## src/rtl/button_debounce.sv

```systemverilog
// Push-button conditioner: synchronizes a bouncing pin, debounces it and derives
// press/release/long-press pulses plus an LED toggle, all from one shared counter.
module button_debounce #(
  parameter logic [26:0] DEBOUNCE_CYCLES = 27'd1_000_000,
  parameter logic [26:0] LONG_CYCLES     = 27'd100_000_000
) (
  input  logic clk,
  input  logic reset,
  input  logic btn_in,
  output logic btn_level,
  output logic btn_press,
  output logic btn_release,
  output logic btn_long,
  output logic btn_toggle
);

  typedef enum logic [1:0] {
    IDLE_LOW  = 2'd0,
    WAIT_HIGH = 2'd1,
    HELD_HIGH = 2'd2,
    WAIT_LOW  = 2'd3
  } state_t;

  state_t      state;
  logic        sync_a;
  logic        sync_b;
  logic        long_done;
  logic [26:0] counter;

  // Two-flop synchronizer; only sync_b is allowed to reach the FSM.
  always_ff @(posedge clk or posedge reset) begin
    if (reset) begin
      sync_a <= 1'b0;
      sync_b <= 1'b0;
    end else begin
      sync_a <= btn_in;
      sync_b <= sync_a;
    end
  end

  // Debounce and long-press FSM; pulses clear by default every cycle.
  always_ff @(posedge clk or posedge reset) begin
    if (reset) begin
      state       <= IDLE_LOW;
      counter     <= 27'd0;
      long_done   <= 1'b0;
      btn_level   <= 1'b0;
      btn_press   <= 1'b0;
      btn_release <= 1'b0;
      btn_long    <= 1'b0;
      btn_toggle  <= 1'b0;
    end else begin
      btn_press   <= 1'b0;
      btn_release <= 1'b0;
      btn_long    <= 1'b0;
      case (state)
        IDLE_LOW: begin
          if (sync_b) begin
            state   <= WAIT_HIGH;
            counter <= 27'd0;
          end else begin
            state <= IDLE_LOW;
          end
        end
        WAIT_HIGH: begin
          if (!sync_b) begin
            state   <= IDLE_LOW;
            counter <= 27'd0;
          end else if (counter == DEBOUNCE_CYCLES - 27'd1) begin
            state      <= HELD_HIGH;
            counter    <= 27'd0;
            btn_level  <= 1'b1;
            btn_press  <= 1'b1;
            btn_toggle <= ~btn_toggle;
            long_done  <= 1'b0;
          end else begin
            counter <= counter + 27'd1;
          end
        end
        HELD_HIGH: begin
          if (!sync_b) begin
            state   <= WAIT_LOW;
            counter <= 27'd0;
          end else begin
            // Counter saturates so a very long hold cannot wrap into a second long pulse.
            if (counter != LONG_CYCLES - 27'd1) begin
              counter <= counter + 27'd1;
            end else begin
              counter <= counter;
            end
            if ((counter == LONG_CYCLES - 27'd1) && !long_done) begin
              btn_long  <= 1'b1;
              long_done <= 1'b1;
            end else begin
              long_done <= long_done;
            end
          end
        end
        WAIT_LOW: begin
          if (sync_b) begin
            state   <= HELD_HIGH;
            counter <= 27'd0;
          end else if (counter == DEBOUNCE_CYCLES - 27'd1) begin
            state       <= IDLE_LOW;
            counter     <= 27'd0;
            btn_level   <= 1'b0;
            btn_release <= 1'b1;
          end else begin
            counter <= counter + 27'd1;
          end
        end
        default: begin
          state   <= IDLE_LOW;
          counter <= 27'd0;
        end
      endcase
    end
  end

endmodule

```

## config.mk

```make
export PLATFORM = sky130hd
export DESIGN_NAME = button_debounce
export DESIGN_NICKNAME = d
export VERILOG_FILES = /design/src/rtl/button_debounce.sv
export SDC_FILE = /design/constraint.sdc
export NUM_CORES = 1
export LEC_CHECK = 0
export BUFFER_PORTS_ARGS = -buffer_cell sky130_fd_sc_hd__buf_4
export CAP_MARGIN = 20
export CORE_MARGIN = 10
export CORE_UTILIZATION = 48
export DETAILED_ROUTE_END_ITERATION = 10
export HOLD_SLACK_MARGIN = 0.15
export PLACE_DENSITY_LB_ADDON = 0.2
export SKIP_LAST_GASP = 1
export SLEW_MARGIN = 15
export SYNTH_ARGS = -nofsm -noshare
export SYNTH_HDL_FRONTEND = slang
export SYNTH_SLANG_ARGS = --single-unit
```

## constraint.sdc

```tcl
create_clock -name clk -period 6.1 [get_ports clk]
set_input_delay 0.305 -clock clk [delete_from_list [all_inputs] [get_ports clk]]
set_output_delay 0.305 -clock clk [all_outputs]
set_load 0.005 [all_outputs]
```

==> results of run 1 <==
routing by layer:
layer / share of wire / vias to the layer above / wire length [microns]
met5: 0 / - / 0
met4: 0.012 / 0 / 56
met3: 0.044 / 5 / 199
met2: 0.45 / 34 / 2009
met1: 0.49 / 828 / 2220
li1: - / 854 / -
path summary, 6_finish.rpt:
kind / slack, ns / depth (start not counted) / to
setup / recovery: 3.59 / 6 / counter[10]
hold / removal: 0.36 / 0 / sync_b
setup reg to reg: 3.59 / 6 / counter[10]
hold reg to reg: 0.36 / 0 / sync_b
max in group asynchronous: 5.09 / 4 / counter[22]
min in group asynchronous: 0.68 / 4 / sync_b
per-stage QoR:
stage / hold WS [ns] / cells / cell area [sq um] / power, W
after floorplan: 0.3312 / 223 / 2079 / 0.0002888
after global placement: 0.3323 / 272 / 2155 / 0.0002969
after detailed placement: 0.3449 / 272 / 2155 / 0.0002980
after CTS: 0.3614 / 282 / 2255 / 0.0004615
after global routing: 0.3725 / 282 / 2255 / 0.0004778
final: 0.3581 / 282 / 2255 / 0.0004583
power breakdown:
group / leakage, nW / switching (W) / internal (W) / total (W)
sequential: 0.508 / 0.0000103 / 0.000252 / 0.000262
clock: 0.0395 / 0.0000832 / 0.0000812 / 0.000164
combinational: 0.353 / 0.0000206 / 0.0000114 / 0.0000320
area by class of cell:
type                       count  share of cell area
multi-input combinational    170              0.4772
sequential                    37              0.4107
timing repair buffer          11             0.03885
clock buffer                   8             0.03552
tap                           50             0.02775
inverter                       6            0.009989
logic make-up after synthesis:
family,after synthesis
mux,2
flops,37
buf+inv,16
simple gates,102
fa+ha+maj,1
xor+xnor,6
compound gates,59
worst max-delay path, delay by kind of cell, from the launching register on:
family / cells / cell delay [ns]
AO/OA/AOI/OAI: 2 / 0.87
AND/OR/NAND/NOR: 4 / 1.05
flip-flops: 1 / 0.46
placed cells by master (no fill, tap or decap), types with 3 or more instances in the layout:
master | synthesis | final
sky130_fd_sc_hd__clkbuf_8 | 0 | 5
sky130_fd_sc_hd__nor4_1 | 4 | 4
sky130_fd_sc_hd__a22o_1 | 4 | 4
sky130_fd_sc_hd__or3_1 | 9 | 9
sky130_fd_sc_hd__nand4_1 | 6 | 6
sky130_fd_sc_hd__o21ai_0 | 8 | 8
sky130_fd_sc_hd__nor2_1 | 19 | 19
sky130_fd_sc_hd__a31oi_1 | 6 | 6
sky130_fd_sc_hd__buf_4 | 2 | 9
sky130_fd_sc_hd__and4_1 | 7 | 7
sky130_fd_sc_hd__a21oi_1 | 20 | 20
sky130_fd_sc_hd__clkbuf_1 | 5 | 3
sky130_fd_sc_hd__a21o_1 | 3 | 3
sky130_fd_sc_hd__and3_1 | 5 | 5
sky130_fd_sc_hd__dfrtp_1 | 37 | 37
sky130_fd_sc_hd__nand2_1 | 17 | 17
sky130_fd_sc_hd__nand3b_1 | 3 | 3
sky130_fd_sc_hd__xor2_1 | 4 | 4
sky130_fd_sc_hd__o21ai_1 | 5 | 5
sky130_fd_sc_hd__nand3_1 | 11 | 11
sky130_fd_sc_hd__nand4b_1 | 4 | 4
sky130_fd_sc_hd__inv_1 | 6 | 6
sky130_fd_sc_hd__o31ai_1 | 3 | 3
==> flow_summary.yaml, run 1 <==
final_layout:
  layout.filler_cells: 374
  final_nets: 235
  antennaDiodeCount: 0
  syn_to_final_growth_pct: 8.423
  register_area_sq_um: 925.9
  largest_register_ff_count: 27
  layout-drive-gt1-share: 0.1078
  multi_input_area_sq_mm: 0.001076
  postLayoutCoreUtil: 0.5517
  registers.top_by_ff_count: "counter"
sta:
  max_freq_mhz: 397.8
  grt_setup_unrepaired: "no"
  post_route_setup_slack_ns: 3.586
  timing_worst_slew_pin_value_ns: 0.8037
  hold_viol_final: 0
  tns_ns: 0
  max-slew-margin-rel: 0.4642
  final-max-slew-violation-count: 0
  skew_ns: 0.007047
  final_min_period_over_clock_period: 0.4121
  period_needed_ns: 2.514
  final_setup_violation_count: 0
worst_hold_path:
  min-delay-path-class: "reg -> reg"
  hold_path.startpoint: "sync_a"
yosys:
  yosysMostFrequentCell: "sky130_fd_sc_hd__dfrtp_1"
  number_of_flip_flops_and_latches_in_the_synthesized_netlist: 37
  seq_area_frac_synth: 0.4452
  synth_area_in_compound_gates: 0.1871
  synth_top_family_by_area: "simple AND/OR/NAND/NOR gates"
  post_synth.cell_area_avg_sq_um: 9.325
  netlist.top_cell.by_area: "sky130_fd_sc_hd__dfrtp_1"
  synthesis.area_sq_mm: 0.002079
  post_synth_fa_ha_maj_area_fraction: 0.006017
  synth-simple-area-share: 0.2888
  synth_top_flop_cell: "sky130_fd_sc_hd__dfrtp_1"
  synth_top_cell_area_share: 0.4452
  synthesis.yosys.warnings: 0
  ys_top_cells_by_area: "sky130_fd_sc_hd__dfrtp_1 (45%), sky130_fd_sc_hd__a21oi_1 (4.8%), sky130_fd_sc_hd__nor2_1 (3.4%), sky130_fd_sc_hd__nand2_1 (3.1%), sky130_fd_sc_hd__and4_1 (2.9%)"
  synth_common_cells: "sky130_fd_sc_hd__dfrtp_1 (37), sky130_fd_sc_hd__a21oi_1 (20), sky130_fd_sc_hd__nor2_1 (19)"
  synth_edf_count: 0
  synth_fp_nets: 227
  yosys-mux-area-fraction: 0.01023
  synth_xor_area_frac: 0.02527
  synthCells: 223
  asyncSetResetFlopFracSynth: 1.000
  synth.distinct_cells: 47
drt:
  wl_per_cell_microns: 15.90
  antenna_left: 0
  vias_per_cell: 6.103
  drt_iter0_markers: 231
  pre_antenna_drt_iters: 4
  routed-via-count: 1721
  wirelength_mm: 4.485
  route.detailed.drc: 0
global_route:
  number_of_global_route_vias_before_repair: 1619
  global_route.usage.met2: 0.1975
  number_of_antenna_violations_at_the_first_check_in_global_routing: 0
  grt.total_usage: 0.1297
  grt_pass1_wl_mm: 8.038
  grt_busiest_layer: "met2"
  groute.layer.met3.usage: 0.02838
  grt_max_degree: 38
  globalRouteMet1Util: 0.1774
  global_route.overflow_total: 0
clock_tree:
  cts.htree.levels: 2
  post_cts.repair.setup_buffers: 0
  postCtsHoldBufs: 2
  cts_max_path_buffers: 2
  cts_tree: "yes"
  cts.root.buffer_cell: "sky130_fd_sc_hd__clkbuf_8"
  tritoncts_num_sinks: 37
  clock_latency_at_the_later_pin_of_the_worst_skew_pair_ns: 0.29
  clk_transition_reported_paths_ns: 0.07
  cts_made_buffers: 5
  cts_resizes: 0
setup_path:
  r2r_startpoint: "counter[8]"
  path_class: "reg -> reg"
  timing.critical_path.from: "counter[8]"
  critical-path-max-stage-delay_ns: 0.60
  cp-end-kind: "flip-flop"
  critPathLaunchType: "flip-flop"
  worst_path_most_repeated_cell: "sky130_fd_sc_hd__nor2_1"
  crit_path_top_delay_cell: "sky130_fd_sc_hd__a21oi_2"
  crit_required_ns: 6.24
  path_max_fanout: 16
  cp_cell_sequence: "or4_4 -> or2_4 -> o31ai_4 -> nor2_1 -> a21oi_2 -> nor2_1"
  critPathArrivalTime_ns: 2.65
power:
  leakagePower_nw: 0.9000
  ir_worst_vdd_mv: 0.1240
  power_per_cell_area_mw_per_mm2: 203.3
floorplanning:
  floorplan.io_pins: 8
  core_box_area_sq_mm: 0.004086
  placement_rows: 23
  die_wd_microns: 85.82
  starting_utilization_of_the_core_area: 0.5089
  die_area_sq_mm: 0.007365
  die_y_extent_microns: 85.82
run:
  max_cap_violations: 0
placement:
  io_buffer_count: 7
  detailedPlacementHpwl_mm: 3.091
  rd_place_congestion: 0.8951
  pre_cts_slack_ns: 3.593
run_status:
  status: "finished, final reports clean"
Power figures use the tool's default switching activity.
==> inputs of run 2 (changes only) <==
ABC_AREA = 1   (was unset)
clock period = 2 ns   (was 6.1 ns; I/O delays follow)
==> run 2 against run 1 <==
First-iteration DRC count decreased by 25%. Final cell count is 68% higher. Maximum frequency rose by 36%. Synthesized cell count is 72% higher. Clock power grew to 3.6 times the previous value. Largest power group unchanged. Critical path depth up 2. Highest routed layer unchanged. Utilization is 0.49 points higher.
==> flow_summary.yaml, run 2 <==
run_status:
  status: "finished, final reports clean"
sta:
  final-max-slew-violation-count: 0
  max_freq_mhz: 542.5
  max-slew-margin-rel: 0.5639
  final_setup_violation_count: 0
  period_needed_ns: 1.843
  grt_setup_unrepaired: "no"
  timing_worst_slew_pin_value_ns: 0.6535
  final_min_period_over_clock_period: 0.9216
  tns_ns: 0
  hold_viol_final: 0
  skew_ns: 0.004630
yosys:
  post_synth.cell_area_avg_sq_um: 6.730
  synthesis.area_sq_mm: 0.002577
  synth_edf_count: 0
  synth_top_cell_area_share: 0.3592
  seq_area_frac_synth: 0.3592
  synth_top_flop_cell: "sky130_fd_sc_hd__dfrtp_1"
  synthCells: 383
  synthesis.yosys.warnings: 0
  netlist.top_cell.by_area: "sky130_fd_sc_hd__dfrtp_1"
  asyncSetResetFlopFracSynth: 1.000
  synth.distinct_cells: 30
  ys_top_cells_by_area: "sky130_fd_sc_hd__dfrtp_1 (36%), sky130_fd_sc_hd__nand2_1 (16%), sky130_fd_sc_hd__nand4_1 (8.3%), sky130_fd_sc_hd__nor2_1 (7.7%), sky130_fd_sc_hd__inv_1 (7.6%)"
  synth_fp_nets: 387
  number_of_flip_flops_and_latches_in_the_synthesized_netlist: 37
  synth_common_cells: "sky130_fd_sc_hd__nand2_1 (111), sky130_fd_sc_hd__nor2_1 (53), sky130_fd_sc_hd__inv_1 (52)"
  yosysMostFrequentCell: "sky130_fd_sc_hd__nand2_1"
final_layout:
  most-common-layout-cells: "sky130_fd_sc_hd__nand2_1 (111), sky130_fd_sc_hd__nor2_1 (53), sky130_fd_sc_hd__inv_1 (52), sky130_fd_sc_hd__dfrtp_1 (37)"
  registers.top_by_ff_count: "counter"
  mostFrequentLayoutCell: "sky130_fd_sc_hd__nand2_1"
  final_nets: 407
  layout.filler_cells: 510
  layout-drive-gt1-share: 0.1411
  largest_register_ff_count: 27
  syn_to_final_growth_pct: 11.70
  antennaDiodeCount: 0
drt:
  routed-via-count: 2482
  route.detailed.drc: 0
  vias_per_cell: 5.236
  wl_per_cell_microns: 14.01
  drt_iter0_markers: 174
  pre_antenna_drt_iters: 4
  wirelength_mm: 6.642
  antenna_left: 0
setup_path:
  path_class: "reg -> reg"
  r2r_startpoint: "counter[0]"
  cp-end-kind: "flip-flop"
  worst_path_most_repeated_cell: "sky130_fd_sc_hd__nand2_2"
  critical-path-max-stage-delay_ns: 0.38
  crit_required_ns: 2.18
  path_max_fanout: 7
  critPathArrivalTime_ns: 2.02
  crit_path_top_delay_cell: "sky130_fd_sc_hd__dfrtp_1"
  reg2reg_depth: 8
  cp_cell_sequence: "ha_1 -> nand2_2 -> nor2_4 -> nand2_2 -> inv_2 -> nand4_1 -> nand2_1 -> o21ai_0"
  timing.rr.end: "counter[0]"
  reg2reg_slack_ns: 0.16
  critPathLaunchType: "flip-flop"
global_route:
  grt_max_degree: 23
  number_of_global_route_vias_before_repair: 2451
  grt.total_usage: 0.1634
  global_route.overflow_total: 0
  grt_pass1_wl_mm: 11.65
  number_of_antenna_violations_at_the_first_check_in_global_routing: 0
clock_tree:
  cts_tree: "yes"
  cts.root.buffer_cell: "sky130_fd_sc_hd__clkbuf_8"
  cts_made_buffers: 5
  clock_latency_at_the_later_pin_of_the_worst_skew_pair_ns: 0.29
  clk_transition_reported_paths_ns: 0.07
  cts_max_path_buffers: 2
  tritoncts_num_sinks: 37
  cts.htree.levels: 2
placement:
  detailedPlacementHpwl_mm: 5.117
  io_buffer_count: 7
  rd_place_congestion: 0.9206
run:
  max_cap_violations: 0
floorplanning:
  placement_rows: 26
  floorplan.io_pins: 8
  die_y_extent_microns: 93.28
  die_area_sq_mm: 0.008701
  core_box_area_sq_mm: 0.005172
  starting_utilization_of_the_core_area: 0.4983
  die_wd_microns: 93.28
worst_hold_path:
  min-delay-path-class: "reg -> reg"
  whs_endpoint: "sync_b"
  hold_path.startpoint: "sync_a"
  whs_path_depth: 0
power:
  total_power_w: 0.001439
  power_per_cell_area_mw_per_mm2: 499.9
  leakagePower_nw: 1.359
  ir_worst_vdd_mv: 0.3348
## run 2: how the worst max path moves through the flow
stage | depth (start not counted) | end | startpoint
finish | 8 | counter[0] | counter[0]
global route | 9 | counter[18] | counter[1]
CTS | 10 | counter[0] | counter[0]
detailed placement | 11 | counter[25] | counter[0]
global placement | 11 | counter[16] | counter[0]
floorplan | 11 | counter[8] | counter[0]
## run 2: worst max-delay path: cells and delay by family (launching register included)
kind | cells | cell delay (ns)
AOI/OAI and AO/OA | 1 | 0.10
and+or+nand+nor | 5 | 0.93
buffers and inverters | 1 | 0.14
adders and majority gates | 1 | 0.18
DFF | 1 | 0.38
## run 2: stage by stage
stage               hold WS, ns  instance area (sq um)  worst slack (ns)  cells  utilization
global route             0.3760                   2879          0.001185    474       0.5566
floorplan                0.1314                   2577            0.3896    383            -
finish                   0.3727                   2879            0.1567    474       0.5566
CTS                      0.3744                   2864            0.1814    472       0.5537
detailed placement       0.2105                   2743            0.1929    462       0.5302
global placement         0.2108                   2743            0.2110    462       0.5302
## run 2: logic make-up (layout without fill, tap and decap cells)
| family | Yosys count | in the layout | share of synthesized area |
|---|---|---|---|
| xor gates and xnor gates | 4 | 4 | 0.01359 |
| adders and majority gates | 1 | 1 | 0.004854 |
| buffers and inverters | 62 | 83 | 0.1010 |
| DFF | 37 | 37 | 0.3592 |
| AOI/OAI and AO/OA | 17 | 17 | 0.04466 |
| and+or+nand+nor | 262 | 262 | 0.4767 |
## run 2: final cells by class
cell class	instances	area, sq um	share of cell area
Multi-Input combinational cell	284	1391	0.4833
Sequential cell	37	925.9	0.3216
Inverter	56	212.7	0.07388
Timing Repair Buffer	19	160.2	0.05563
Clock buffer	7	96.34	0.03346
Tap cell	70	87.58	0.03042
Clock inverter	1	5.005	0.001738
## run 2: power by group
group	internal (W)	leakage, nW	switching [W]
clock network	0.000312	0.0542	0.000278
logic	0.0000260	0.796	0.0000640
registers	0.000754	0.509	0.00000574
total	0.00109	1.36	0.000348
## run 2: what timing repair did
| action | in CTS | in global routing |
|---|---|---|
| setup buffers | 0 | 2 |
| setup endpoints to repair | 0 | 1 |
| hold endpoints to repair | 16 | 0 |
| gates resized for setup | 0 | 0 |
| hold buffers | 2 | 0 |
## run 2: metal layers
| layer | global-route usage | up-vias | part of all wire |
|---|---|---|---|
| li1 | - | 1269 | - |
| met1 | 0.2104 | 1148 | 0.46 |
| met2 | 0.2686 | 54 | 0.48 |
| met3 | 0.02798 | 11 | 0.048 |
| met4 | 0.05656 | 0 | 0.013 |
| met5 | 0 | - | 0 |
